`config.mk`:
```
export PLATFORM = sky130hd
export DESIGN_NAME = ras_stack
export DESIGN_NICKNAME = d
export VERILOG_FILES = /design/src/rtl/ras_stack.sv
export SDC_FILE = /design/constraint.sdc
export NUM_CORES = 1
export LEC_CHECK = 0
export ABC_AREA = 1
export CAP_MARGIN = 20
export CORE_AREA = 5 5 42 44
export CTS_CLUSTER_DIAMETER = 30
export DETAILED_ROUTE_END_ITERATION = 7
export DIE_AREA = 0 0 47 49
export DONT_BUFFER_PORTS = 1
export PLACE_DENSITY_LB_ADDON = 0.08
export SETUP_SLACK_MARGIN = 0.4
export SYNTH_ARGS = -nofsm -noshare
export SYNTH_HDL_FRONTEND = slang
export SYNTH_SLANG_ARGS = --single-unit
export TNS_END_PERCENT = 1
```
`constraint.sdc`:
```
create_clock -name clk_i -period 1 [get_ports clk_i]
set_clock_uncertainty 0.1 [all_clocks]
set_input_delay 0.1 -clock clk_i [delete_from_list [all_inputs] [get_ports clk_i]]
set_output_delay 0.1 -clock clk_i [all_outputs]
set_load 0.03 [all_outputs]
```
`src/rtl/ras_stack.sv`:
```
// ras_stack: circular return-address stack for the frontend branch predictor
//
// Ports:
//   clk_i        core clock, all state changes on the rising edge
//   rst_i        synchronous active-high reset
//   flush_bp_i   clears the whole stack, wins over push/pop
//   push_i       push data_i as the new top (predicted call)
//   pop_i        discard the current top (predicted return)
//   data_i       return address to push
//   top_valid_o  top entry holds a valid address
//   top_addr_o   top entry address, zero when top_valid_o is low
//   depth_o      number of valid entries
//   overflow_o   one-cycle pulse after a push overwrote the oldest entry
//   underflow_o  one-cycle pulse after a pop on an empty stack
package config_pkg;
    typedef struct packed {
        int unsigned RASDepth;
        int unsigned VLEN;
    } cva6_cfg_t;
endpackage

module ras_stack #(
    parameter config_pkg::cva6_cfg_t CVA6Cfg = config_pkg::cva6_cfg_t'(0),
    // an all-zero configuration falls back to the smallest legal stack
    localparam int unsigned Depth = (CVA6Cfg.RASDepth < 2) ? 2 : CVA6Cfg.RASDepth,
    localparam int unsigned Vlen  = (CVA6Cfg.VLEN < 1) ? 1 : CVA6Cfg.VLEN,
    localparam int unsigned PtrW  = $clog2(Depth),
    localparam int unsigned CntW  = $clog2(Depth + 1)
) (
    input  logic            clk_i,
    input  logic            rst_i,
    input  logic            flush_bp_i,
    input  logic            push_i,
    input  logic            pop_i,
    input  logic [Vlen-1:0] data_i,
    output logic            top_valid_o,
    output logic [Vlen-1:0] top_addr_o,
    output logic [CntW-1:0] depth_o,
    output logic            overflow_o,
    output logic            underflow_o
);
    logic [Depth-1:0] r_valid;
    logic [Vlen-1:0]  r_addr [Depth];
    logic [PtrW-1:0]  r_tp;
    logic [CntW-1:0]  r_cnt;
    logic             r_ovf;
    logic             r_unf;
    logic [PtrW-1:0]  w_tp_inc;
    logic [PtrW-1:0]  w_tp_dec;
    logic             w_full;
    logic             w_empty;

    // explicit wrap so non-power-of-two depths stay in range
    always_comb begin
        w_tp_inc = (r_tp == PtrW'(Depth - 1)) ? '0 : r_tp + PtrW'(1);
        w_tp_dec = (r_tp == '0) ? PtrW'(Depth - 1) : r_tp - PtrW'(1);
        w_full   = r_cnt == CntW'(Depth);
        w_empty  = r_cnt == '0;
    end

    always_ff @(posedge clk_i) begin
        if (rst_i) begin
            r_valid <= '0;
            r_addr  <= '{default: '0};
            r_tp    <= '0;
            r_cnt   <= '0;
            r_ovf   <= 1'b0;
            r_unf   <= 1'b0;
        end else begin
            r_ovf <= 1'b0;
            r_unf <= 1'b0;
            if (flush_bp_i) begin
                r_valid <= '0;
                r_tp    <= '0;
                r_cnt   <= '0;
            end else if (push_i && pop_i) begin
                // tail call: replace the top in place
                r_valid[r_tp] <= 1'b1;
                r_addr[r_tp]  <= data_i;
                if (w_empty) r_cnt <= CntW'(1);
            end else if (push_i) begin
                // when full the slot after the top is the oldest entry
                r_tp              <= w_tp_inc;
                r_valid[w_tp_inc] <= 1'b1;
                r_addr[w_tp_inc]  <= data_i;
                if (w_full) r_ovf <= 1'b1;
                else        r_cnt <= r_cnt + CntW'(1);
            end else if (pop_i) begin
                if (w_empty) begin
                    r_unf <= 1'b1;
                end else begin
                    r_valid[r_tp] <= 1'b0;
                    r_tp          <= w_tp_dec;
                    r_cnt         <= r_cnt - CntW'(1);
                end
            end
        end
    end

    assign top_valid_o = r_valid[r_tp];
    assign top_addr_o  = top_valid_o ? r_addr[r_tp] : '0;
    assign depth_o     = r_cnt;
    assign overflow_o  = r_ovf;
    assign underflow_o = r_unf;
endmodule

```
Yosys cells after proc, flatten, opt, wreduce, memory -nomap -nowiden:

Cells that the tools add are included.

* register bits: 9

* add/subtract/negate cells: 4
* reduce and logical (&&, ||, !) cells: 16
* bitwise gates (word level): 10
* mux-type cells: 35
* magnitude comparators: 8
* equal/unequal tests: 5

Operator list (number)
* 2-to-1 mux 2 bit: 12
* 2-to-1 mux 1 bit: 17
* != test 3 x 2 -> 1 bit (second input constant): 2
* logical AND 1 bit: 5
* OR reduction 5 bit: 1
* bitwise mux 2 bit: 2
* demux 1 bit (select 1 bit): 4
* >= comparator 2 bit (second input constant): 2
* less-than comparator 1 x 2 -> 1 bit (second input constant): 2
* less-than comparator 2 x 1 -> 1 bit (second input constant): 2
* != test 2 bit (second input constant): 2
* NOT 1 bit: 4
* NOT 1 -> 2 bit: 2
* OR 2 bit: 2
* AND reduction 2 bit: 2
* AND reduction 4 bit: 1
* nonzero test 2 bit: 2
* OR reduction 4 bit: 1
* AND reduction 3 bit: 1
* nonzero test 3 bit: 1
* adder 2 x 1 -> 2 bit (second input constant): 1
* bitwise AND 2 bit: 1
* == test 2 bit (second input constant): 1
* >= comparator 1 bit (second input constant): 2
* 6 further kinds: 6

Depth between registers and ports, before layout:

* depth in word-level cells: 10
* mapped depth: 8
* gate-level depth less buffers: 7

Worst setup path after synthesis:

Ideal clock, no wire load.

* kind: register -> output
* start: reg r_tp
* end: out top_addr_o
* path slack: -328 ps
* cell stages (with the launch flop): 6
* arrival time: 1128 ps
* path buffers: 1
* data required time: 800 ps
* cell sequence: dfxtp_1 -> buf_6 -> or2_1 -> o21a_1 -> nand2_1 -> inv_1

RTL lines
* start, declared: RTL line 44 `logic [PtrW-1:0] r_tp;`
* start signal, assigned: RTL line 83 `r_tp <= w_tp_inc;`
* start signal, assigned: RTL line 93 `r_tp <= w_tp_dec;`
* 2-to-1 mux 1 bit (implied by the code) (2 in a row): RTL line 100 `assign top_valid_o = r_valid[r_tp];`
* net top_valid_o: RTL line 36 `output logic top_valid_o,`
* 2-to-1 mux 1 bit: RTL line 101 `assign top_addr_o = top_valid_o ? r_addr[r_tp] : '0;`
* end, declared: RTL line 37 `output logic [Vlen-1:0] top_addr_o,`

The timed path passes the listed nets, and every way through them passes these cells. The select of a mux whose other input is x is not followed.

Final worst setup path:

* start: reg r_tp
* end: out top_valid_o

* word-level cells in the longest chain between the ends: 2

RTL lines (RTL line)
* 2-to-1 mux 1 bit (implied by the code) (2 in a row): 100
* end, declared: 36

Every way passes these cells. The select of a mux whose other input is x is not followed.

==> flow_metrics.env <==
export IMPL_status="finished, violations left"
export IMPL_violations="negative hold slack, negative setup slack"
export IMPL_synth_area_um2=483
export IMPL_final_period_utilization_pct=130
export IMPL_synth_top_area_share_pct=37.3
export IMPL_max_freq_mhz=770
export IMPL_final_nets=91
export IMPL_avgSynthCellArea_um2=6.62
export IMPL_hpwl_um=859
export IMPL_track_usage_pct=11.3
export IMPL_p_per_area_nw_per_um2=1270
export IMPL_core_um2=1400
export IMPL_final_common_cell="nand2_1"
export IMPL_whs_ns=-0.119
export IMPL_syn_to_final_growth_pct=32.1
export IMPL_fp_dieH_um=49
export IMPL_startpoint_type="flop"
export IMPL_fin_cells=100
export IMPL_cts_made_buffers=3
export IMPL_grt_pass1_vias=454
export IMPL_ys_seq_area_share_pct=37.3
export IMPL_ir_worst_vdd_v=0.000608
export IMPL_p_leak_nw=0.277
export IMPL_final_util_pct=45.5
export IMPL_clk_latency_ns=0.26
export IMPL_yosysWarningCount=0
export IMPL_ant_nets=0
export IMPL_boundaryPins=12
export IMPL_setup_ws_ns=-0.299
export IMPL_worst_pin_slew_ns=0.228
export IMPL_crit_type="flop to primary output"
export IMPL_wire_per_inst_um=11.0
export IMPL_vias=472
export IMPL_synth_area_leaders="dfxtp_1 37%, nand2_1 16%, inv_1 7.0%"
export IMPL_end_kind="primary output"
export IMPL_die_area_um2=2300
export IMPL_overflow=0
export IMPL_h_tree_depth=1
export IMPL_routed_wl_mm=1.10
export IMPL_drv_cap=0
export IMPL_netlist_instances=73
export IMPL_setup_viol_count_final=8
export IMPL_synth_nets=79
export IMPL_worstPathRequired_ns=0.80
export IMPL_cts_root_buffer="clkbuf_4"
export IMPL_grt_max_degree=7
export IMPL_ys_types=18
export IMPL_fin_crit_ns=1.30
export IMPL_grt_pass1_wl_mm=1.91
export IMPL_clock_path_buffers=2
export IMPL_arrival_ns=1.10
export IMPL_drt_first_pass_iters=3
export IMPL_placedCellCount=96
export IMPL_synth_area_leader_cell="dfxtp_1"
export IMPL_io_buffers=0
export IMPL_cts_tree="done"
export IMPL_cts_sinks=9
export IMPL_initial_core_util_pct=34.5
export IMPL_slew_headroom_pct=84.8
export IMPL_antenna_found_initial=0
export IMPL_rsz0062_at_grt="true"
export IMPL_num_antenna_cells=0
export IMPL_place_congestion=0.766
export IMPL_drc_errors=0
export IMPL_die_width_um=47
export IMPL_first_iter_violations=9
export IMPL_vias_per_cell=4.72
export IMPL_dp_slack_ns=-0.101
export IMPL_layout_common_cells="19 x nand2_1, 8 x inv_1, 8 x nor2_1"
export IMPL_layout_drive_gt1_share_pct=34.5
export IMPL_ys_ff_latch=9
export IMPL_cp_max_fo=4
export IMPL_hold_viol=5
export IMPL_clk_pin_slew_ns=0.06
export IMPL_final_max_slew_violation_count=0
export IMPL_rows=14
export IMPL_hp_class="primary input to flop"
==> critical path, stage by stage, from the launching register on <==
cell	delay, ns
dfxtp_4	0.36
or2_4	0.23
o21a_4	0.12
buf_6	0.13
==> cells in the mapped netlist (all sizes together) <==
cell / n
o21a: 1
nand2: 23
or2: 1
a21boi: 1
nand3: 6
nor3: 1
clkinv: 1
inv: 9
a21oi: 4
nand4: 2
o21ai: 4
dfxtp: 9
buf: 1
nor4: 1
a31oi: 1
nor2: 8
==> worst paths after layout <==
kind | from | to | slack, ns | cells after the start
setup / recovery | r_tp$_SDFFE_PP0P_ | top_valid_o | -0.30 | 3
hold / removal | data_i | r_addr[1]$_SDFFE_PP0P_ | -0.12 | 2
setup reg to reg | depth_o[1]$_SDFFE_PP0P_ | depth_o[0]$_SDFFE_PP0P_ | -0.07 | 6
hold reg to reg | depth_o[0]$_SDFFE_PP0P_ | underflow_o$_SDFF_PP0_ | 0.36 | 1
==> power breakdown <==
group / switching, mW / internal (mW)
Sequential: 0.0142 / 0.364
Clock: 0.128 / 0.154
Combinational: 0.0877 / 0.0651
Total: 0.229 / 0.583
==> cell families after synthesis <==
logic type / share of synthesized area [%]
AO/OA/AOI/OAI: 13.5
buffers and inverters: 11.1
flip-flops: 37.3
AND/OR/NAND/NOR: 38.1
==> flip-flops by register name, summed over array words and instances (netlist names) <==
register / count
underflow_o: 1
r_tp: 1
overflow_o: 1
depth_o: 2
r_valid: 2
r_addr: 2
==> metrics by stage <==
stage	power (mW)	area, µm²	hold WS [ns]	TNS [ns]
after floorplan	0.495	498	0.135	-0.583
after global placement	0.534	567	0.154	-0.788
after detailed placement	0.533	567	0.151	-0.762
after CTS	0.819	609	-0.116	-0.829
after global routing	0.881	638	-0.106	-1.45
final	0.812	638	-0.119	-0.889
==> repair_timing <==
action | CTS | global route
pin swaps | 0 | 2
hold endpoints to repair | 5 | 5
endpoints found under the setup margin | 15 | 15
resized for setup | 10 | 10
setup buffers | 0 | 0
gates cloned | 0 | 0
==> metal layers <==
metal	part of all wire, %	up-vias	global-route usage, %
li1	-	260	-
met1	49	205	15.4
met2	46	5	15.4
met3	3.9	2	4.06
met4	1.2	0	5.53
met5	0	-	0
==> layout make-up <==
type,count,area (µm²)
Fill cell,146,763
Tap cell,16,20.0
Timing Repair Buffer,8,71.3
Multi-Input combinational cell,53,277
Sequential cell,9,199
Inverter,10,45.0
Clock buffer,4,26.3
(Power assumes the default switching activity.)
